$ cat config.mk
export PLATFORM = sky130hd
export DESIGN_NAME = edge_frame_sequencer
export DESIGN_NICKNAME = d
export VERILOG_FILES = /design/src/rtl/edge_pkg.sv /design/src/rtl/edge_out_fifo.sv /design/src/rtl/edge_frame_sequencer.sv
export SDC_FILE = /design/constraint.sdc
export NUM_CORES = 1
export LEC_CHECK = 0
export CORE_MARGIN = 1.5
export CORE_UTILIZATION = 40
export CTS_BUF_LIST = sky130_fd_sc_hd__clkbuf_4 sky130_fd_sc_hd__clkbuf_8 sky130_fd_sc_hd__clkbuf_16
export DETAILED_ROUTE_END_ITERATION = 6
export SETUP_SLACK_MARGIN = 0.15
export SLEW_MARGIN = 40
export SYNTH_ARGS = -nofsm -noshare
export SYNTH_HDL_FRONTEND = slang
export SYNTH_SLANG_ARGS = --single-unit
$ cat constraint.sdc
create_clock -name clk_i -period 4.3 [get_ports clk_i]
set_input_delay 0.86 -clock clk_i [delete_from_list [all_inputs] [get_ports clk_i]]
set_output_delay 0.86 -clock clk_i [all_outputs]
set_load 0.01 [all_outputs]
$ cat src/rtl/edge_pkg.sv
// Shared definitions for the edge-detector frame sequencer.
//   seqState_t : sequencer FSM states
//   DEF_*      : default image/kernel/buffer sizes
//   nIn/nOut   : pixels entering / leaving the edge-detector core per frame
package edge_pkg;

  localparam int unsigned DEF_IMG_X_SIZE     = 100;
  localparam int unsigned DEF_IMG_Y_SIZE     = 100;
  localparam int unsigned DEF_KX_SIZE        = 3;
  localparam int unsigned DEF_KY_SIZE        = 3;
  localparam int unsigned DEF_OUT_FIFO_DEPTH = 4;

  typedef enum logic [2:0] {
    IDLE,
    START,
    LOAD,
    RUN,
    DRAIN
  } seqState_t;

  function automatic int unsigned nIn(input int unsigned xSize, input int unsigned ySize);
    return xSize * ySize;
  endfunction

  function automatic int unsigned nOut(input int unsigned xSize, input int unsigned ySize,
                                       input int unsigned kx, input int unsigned ky);
    return (xSize - kx + 1) * (ySize - ky + 1);
  endfunction

endpackage

$ cat src/rtl/edge_out_fifo.sv
// Synchronous output buffer for core result pixels.
//   clk, rstN        : clock, synchronous active-low reset (empties the buffer)
//   push, pushData   : write request; ignored when full unless a pop happens the same cycle
//   pop              : read request; ignored when empty
//   popData          : head entry (valid while !empty)
//   full, empty      : occupancy flags
// DEPTH must be a power of two and >= 2.
module edge_out_fifo #(
  parameter int unsigned DEPTH = 4,
  parameter int unsigned WIDTH = 8
) (
  input  logic             clk,
  input  logic             rstN,
  input  logic             push,
  input  logic [WIDTH-1:0] pushData,
  input  logic             pop,
  output logic [WIDTH-1:0] popData,
  output logic             full,
  output logic             empty
);

  localparam int unsigned AW = $clog2(DEPTH);

  logic [WIDTH-1:0] mem [DEPTH];
  logic [AW:0]      wrPtr;
  logic [AW:0]      rdPtr;
  logic             doPush;
  logic             doPop;

  assign empty   = (wrPtr == rdPtr);
  assign full    = (wrPtr[AW] != rdPtr[AW]) && (wrPtr[AW-1:0] == rdPtr[AW-1:0]);
  assign doPop   = pop && !empty;
  // A pop frees the head slot this edge, so a write on full still fits.
  assign doPush  = push && (!full || doPop);
  assign popData = mem[rdPtr[AW-1:0]];

  always_ff @(posedge clk) begin
    if (!rstN) begin
      wrPtr <= '0;
      rdPtr <= '0;
    end else begin
      if (doPush) wrPtr <= wrPtr + 1'b1;
      if (doPop)  rdPtr <= rdPtr + 1'b1;
    end
  end

  always_ff @(posedge clk) begin
    if (doPush) mem[wrPtr[AW-1:0]] <= pushData;
  end

endmodule

$ cat src/rtl/edge_frame_sequencer.sv
// Frame sequencer between an Avalon-ST pixel stream and an edge-detector core.
// Accepts one gray frame (sop-delimited) from the sink, starts the core and
// feeds it N_IN pixels, buffers the N_OUT core results and streams them out
// on the source with sop/eop framing.
//   clk_i, rst_i                 : clock, synchronous active-low reset
//   snk_*                        : Avalon-ST sink (data/valid/sop/eop/ready)
//   src_*                        : Avalon-ST source (data/valid/sop/eop/ready)
//   core_start_o/core_pixel_o/core_data_available_o : feed to core
//   core_valid_i/core_pixel_i    : core results (core cannot stall)
//   busy_o                       : frame in progress
//   overflow_o                   : sticky, a core result was dropped
//   frame_err_o                  : sticky framing error (only with FRAME_CHECK_EN)
// Optional feature macro: FRAME_CHECK_EN (sop/eop framing checks during load).
module edge_frame_sequencer
  import edge_pkg::*;
#(
  parameter int unsigned IMG_X_SIZE     = DEF_IMG_X_SIZE,
  parameter int unsigned IMG_Y_SIZE     = DEF_IMG_Y_SIZE,
  parameter int unsigned KX_SIZE        = DEF_KX_SIZE,
  parameter int unsigned KY_SIZE        = DEF_KY_SIZE,
  parameter int unsigned OUT_FIFO_DEPTH = DEF_OUT_FIFO_DEPTH
) (
  input  logic       clk_i,
  input  logic       rst_i,
  input  logic [7:0] snk_data_i,
  input  logic       snk_valid_i,
  input  logic       snk_sop_i,
  input  logic       snk_eop_i,
  output logic       snk_ready_o,
  output logic [7:0] src_data_o,
  output logic       src_valid_o,
  output logic       src_sop_o,
  output logic       src_eop_o,
  input  logic       src_ready_i,
  output logic       core_start_o,
  output logic [7:0] core_pixel_o,
  output logic       core_data_available_o,
  input  logic       core_valid_i,
  input  logic [7:0] core_pixel_i,
  output logic       busy_o,
`ifdef FRAME_CHECK_EN
  output logic       frame_err_o,
`endif
  output logic       overflow_o
);

  localparam int unsigned N_IN  = nIn(IMG_X_SIZE, IMG_Y_SIZE);
  localparam int unsigned N_OUT = nOut(IMG_X_SIZE, IMG_Y_SIZE, KX_SIZE, KY_SIZE);
  localparam int unsigned IW    = $clog2(N_IN + 1);
  localparam int unsigned OW    = $clog2(N_OUT + 1);
  localparam logic [IW-1:0] IN_LAST  = IW'(N_IN - 1);
  localparam logic [OW-1:0] OUT_LAST = OW'(N_OUT - 1);

  seqState_t     state;
  seqState_t     stateNext;
  logic [7:0]    pixel0;
  logic [IW-1:0] inCnt;
  logic [OW-1:0] coreCnt;
  logic [OW-1:0] outCnt;
  logic          overflow;
  logic          frameAccept;
  logic          pix0Bad;
  logic          loadBad;
  logic          coreValidRun;
  logic          srcValid;
  logic          fifoPop;
  logic          fifoFull;
  logic          fifoEmpty;
  logic [7:0]    fifoHead;

`ifdef FRAME_CHECK_EN
  logic          frameErr;
  logic          errSet;

  assign pix0Bad = snk_eop_i && (IN_LAST != '0);
  assign loadBad = snk_sop_i || (snk_eop_i && (inCnt != IN_LAST));
  assign errSet  = snk_valid_i && (((state == IDLE) && snk_sop_i && pix0Bad) ||
                                   ((state == LOAD) && loadBad));
`else
  logic          unusedEop;

  assign pix0Bad   = 1'b0;
  assign loadBad   = 1'b0;
  assign unusedEop = snk_eop_i;
`endif

  always_comb begin
    stateNext             = state;
    snk_ready_o           = 1'b0;
    core_start_o          = 1'b0;
    core_pixel_o          = '0;
    core_data_available_o = 1'b0;
    frameAccept           = 1'b0;
    if (rst_i) begin
      case (state)
        IDLE: begin
          snk_ready_o = 1'b1;
          if (snk_valid_i && snk_sop_i && !pix0Bad) begin
            frameAccept = 1'b1;
            stateNext   = START;
          end
        end
        START: begin
          core_start_o          = 1'b1;
          core_pixel_o          = pixel0;
          core_data_available_o = 1'b1;
          stateNext             = (IN_LAST == '0) ? RUN : LOAD;
        end
        LOAD: begin
          snk_ready_o = 1'b1;
          if (snk_valid_i) begin
            if (loadBad) begin
              stateNext = IDLE;
            end else begin
              core_pixel_o          = snk_data_i;
              core_data_available_o = 1'b1;
              if (inCnt == IN_LAST) stateNext = RUN;
            end
          end
        end
        RUN: begin
          if (core_valid_i && (coreCnt == OUT_LAST)) stateNext = DRAIN;
        end
        DRAIN: begin
          if (fifoEmpty) stateNext = IDLE;
        end
        default: stateNext = IDLE;
      endcase
    end
  end

  assign coreValidRun = core_valid_i && (state == RUN);
  assign srcValid     = rst_i && !fifoEmpty;
  assign fifoPop      = srcValid && src_ready_i;

  always_ff @(posedge clk_i) begin
    if (!rst_i) begin
      state    <= IDLE;
      pixel0   <= '0;
      inCnt    <= '0;
      coreCnt  <= '0;
      outCnt   <= '0;
      overflow <= 1'b0;
    end else begin
      state <= stateNext;
      if ((state == LOAD) && snk_valid_i) inCnt <= inCnt + 1'b1;
      if (coreValidRun) coreCnt <= coreCnt + 1'b1;
      if (fifoPop) outCnt <= outCnt + 1'b1;
      if (coreValidRun && fifoFull && !fifoPop) overflow <= 1'b1;
      // Pixel 0 is held for the START cycle; the frame counters restart here.
      if (frameAccept) begin
        pixel0  <= snk_data_i;
        inCnt   <= IW'(1);
        coreCnt <= '0;
        outCnt  <= '0;
      end
    end
  end

`ifdef FRAME_CHECK_EN
  always_ff @(posedge clk_i) begin
    if (!rst_i)      frameErr <= 1'b0;
    else if (errSet) frameErr <= 1'b1;
  end

  assign frame_err_o = rst_i && frameErr;
`endif

  edge_out_fifo #(
    .DEPTH(OUT_FIFO_DEPTH),
    .WIDTH(8)
  ) outFifo (
    .clk     (clk_i),
    .rstN    (rst_i),
    .push    (coreValidRun),
    .pushData(core_pixel_i),
    .pop     (fifoPop),
    .popData (fifoHead),
    .full    (fifoFull),
    .empty   (fifoEmpty)
  );

  assign src_valid_o = srcValid;
  assign src_data_o  = srcValid ? fifoHead : '0;
  assign src_sop_o   = srcValid && (outCnt == '0);
  assign src_eop_o   = srcValid && (outCnt == OUT_LAST);
  assign busy_o      = rst_i && (state != IDLE);
  assign overflow_o  = rst_i && overflow;

endmodule
==> run_results.csv <==
group,metric,value,unit
sta,whs,461.2,ps
logic_synthesis,synthCells,437,
outcome,status,"finished, final reports clean",
logic_synthesis,yosys.area_share.simple,0.2241,
finish,drive_gt1_frac,0.08454,
setup_path,crit_chain,"clkdlybuf4s50_1, and4bb_2, a22oi_1, nor2_1, clkdlybuf4s50_1",
logic_synthesis,yosysWarnings,0,
global_routing,grt_pass1_vias,3229,
setup_path,cp.required,3440,ps
die,die_x,108.1,µm
routing,wirelength,9208,µm
hold_path,hold_class,"flip-flop to flip-flop",
sta,finalMaxSlewViolations,0,
logic_synthesis,yosysSeqAreaShare,0.4987,
logic_synthesis,synthAdderAreaFrac,0.02550,
logic_synthesis,synthesis.area,0.004415,mm²
logic_synthesis,synth-edff-count,32,
finish,nets,512,
clock_tree,cts_resized,0,
die,dieArea,0.01168,mm²
logic_synthesis,muxShareOfSynthArea,0.04307,
logic_synthesis,synth.largest_area_cell,"dfxtp_1",
setup_path,slowest_stage,"clkdlybuf4s50_1",
placed_design,numPortBuffers,45,
die,die_h,108.1,µm
power,peakVddDrop,0.1615,mV
sta,skew,12.21,ps
setup_path,cp.arrival,2760,ps
sta,hold_viol_final,0,
routing,drcViolationCount,0,
sta,fin_tns_setup,0,ps
routing,drtPass1Iterations,5,
placed_design,dpl_worst_slack,685.4,ps
logic_synthesis,synth_cell_types,55,
logic_synthesis,ys_async_sr_fraction,0,
global_routing,grt_max_degree,25,
setup_path,cp-end-kind,"output pin",
routing,avgViaCountPerCell,5.384,
routing,ant_nets,0,
clock_tree,cts_buffers,9,
setup_path,crit_fanout,15,
placed_design,routabilityCongestion,0.7627,
power,power_density,338.2,mW/mm²
setup_path,setup.worst_path.start_class,"primary input",
sta,min_period_over_period,0.8412,
finish,area_growth,17.91,%
clock_tree,cts_setup_buffers,0,
logic_synthesis,synth_area_leaders,"dfxtp_1 (28%), edfxtp_1 (22%), a21oi_1 (4.1%)",
global_routing,grt_use_total,0.1697,
finish,final_cells,625,
sta,relSlewSlack,0.4660,
die,start_util,0.4091,
logic_synthesis,synth_top_area_frac,0.2811,
die,row_count,38,
flow_run,maxCapViolations,0,
clock_tree,htreeDepth,3,
finish,antenna_cells,0,
global_routing,grt_antenna_before_repair,0,
sta,min_period,3617,ps
sta,setup_viol,0,
clock_tree,clk_latency,360,ps
setup_path,reg2reg_slack,2160,ps
setup_path,max_stage_delay,560,ps
logic_synthesis,syn_nets,469,
die,num_io_pins,47,
clock_tree,clk_pin_slew,90,ps
sta,worstMarginPinSlew,798.1,ps
placed_design,dp_hpwl,6332,µm
logic_synthesis,synth_ff_type,"dfxtp_1",
clock_tree,clockBufferDepth,2,
logic_synthesis,synth_top_family_by_area,"simple AND/OR/NAND/NOR gates",
global_routing,grt_first_pass_wirelength,15460,µm
setup_path,crit_top_cell,"clkdlybuf4s50_1",
setup_path,crit_type,"primary input to output pin",
clock_tree,cts-root-buf,"clkbuf_8",
routing,wl_per_cell,14.73,µm
logic_synthesis,synth_compound_area_frac,0.1286,
clock_tree,cts_hold_buffers,0,
routing,vias,3365,
placed_design,placed_cells,609,
sta,clock.fmax,276.5,MHz
logic_synthesis,ys_ff_latch,94,
sta,fin_ws,682.8,ps
clock_tree,clkSinkCount,94,
routing,drt_iter0_markers,175,
power,leakagePower,1.683,nW
sta,rsz0062_at_grt,"false",
logic_synthesis,avgSynthCellArea,10.10,µm²
die,core_area,0.01079,mm²
logic_synthesis,synth_xor_area_frac,0.04562,
clock_tree,cts_tree,"built",
global_routing,grt.overflow.total,0,
-- Yosys cell counts, drive strengths merged, types with 2 or more instances --
master / n
dfxtp: 62
nand2: 37
a21oi: 36
nor2: 35
edfxtp: 32
o21ai: 22
or3: 19
nand3: 18
inv: 15
nand4: 12
xnor2: 12
xor2: 11
and2: 10
nor3: 10
buf: 9
clkbuf: 9
ha: 9
a22oi: 8
mux4: 8
nor2b: 8
nor4: 6
o31ai: 5
and3: 4
or4: 4
and3b: 3
nor4b: 3
o21a: 3
a21boi: 2
a311o: 2
a31oi: 2
a32o: 2
o311ai: 2
-- placed cells by master, fill, tap and decap left out, types with 9 or more instances in the layout --
cell type	Yosys	final
dfxtp_1	62	62
clkdlybuf4s50_1	0	45
nand2_1	37	37
a21oi_1	36	36
nor2_1	35	35
edfxtp_1	32	32
o21ai_0	22	22
or3_1	19	19
nand3_1	18	18
inv_1	15	15
xnor2_1	12	12
xor2_1	11	11
nand4_1	11	11
and2_1	10	10
nor3_1	10	10
ha_1	9	9
clkbuf_8	0	9
-- cells by family (layout without fill, tap and decap cells) --
logic type,count (synthesis),count (layout)
compound gates,92,92
xor+xnor,23,23
fa+ha+maj,9,9
buf+inv,33,81
flops,94,94
mux,9,9
simple gates,177,177
-- power breakdown --
part	total (W)	leakage (nW)	internal [W]	switching, W
clock	0.000656	0.107	0.000343	0.000313
combinational	0.000158	0.788	0.0000708	0.0000870
sequential	0.000947	0.788	0.000928	0.0000184
-- cell type report --
type	instances	area [µm²]
Clock buffer	11	138.9
Clock inverter	5	83.83
Fill cell	1023	5587
Inverter	15	56.30
Multi-Input combinational cell	310	2062
Sequential cell	94	2202
Tap cell	140	175.2
Timing Repair Buffer	50	488.0
-- routing by layer --
metal / part of all wire / vias to the layer above / global-route usage
li1: - / 1694 / -
met1: 0.50 / 1599 / 0.2229
met3: 0.039 / 4 / 0.04159
met5: 0 / - / 0
met2: 0.46 / 68 / 0.2735
met4: 0.0051 / 0 / 0.05827
-- final timing paths --
check | start | to | cells past startpoint
worst max-delay path | snk_valid_i | core_pixel_o[4] | 5
worst min-delay path | pixel0[4]$_SDFFE_PN0P_ | pixel0[4]$_SDFFE_PN0P_ | 2
worst max register to register | state[1]$_SDFFE_PN0P_ | outFifo.mem[3][5]$_DFFE_PP_ | 3
worst min register to register | pixel0[4]$_SDFFE_PN0P_ | pixel0[4]$_SDFFE_PN0P_ | 2
-- sequential cells by signal, summed over array words and instances, names as in the netlist, 3 cells and up, named ones only --
name	count
outFifo.mem	32
outCnt	14
outFifo.wrPtr	3
outFifo.rdPtr	3
inCnt	14
coreCnt	14
state	3
pixel0	8
-- critical path: cells and delay by family --
family / cells / cell delay [ps]
buffers and inverters: 2 / 1110
AND/OR/NAND/NOR: 2 / 630
AO/OA/AOI/OAI: 1 / 160
-- metrics by stage --
stage	utilization	instance area, µm²	total power, W
6_report	0.4824	5206	0.001761
3_5_place_dp	0.4617	4984	0.001125
2_1_floorplan	-	4415	0.001062
5_1_grt	0.4824	5206	0.001832
4_1_cts	0.4824	5206	0.001782
3_3_place_gp	0.4617	4984	0.001123
Note: power is estimated with default switching activity, not from simulation.
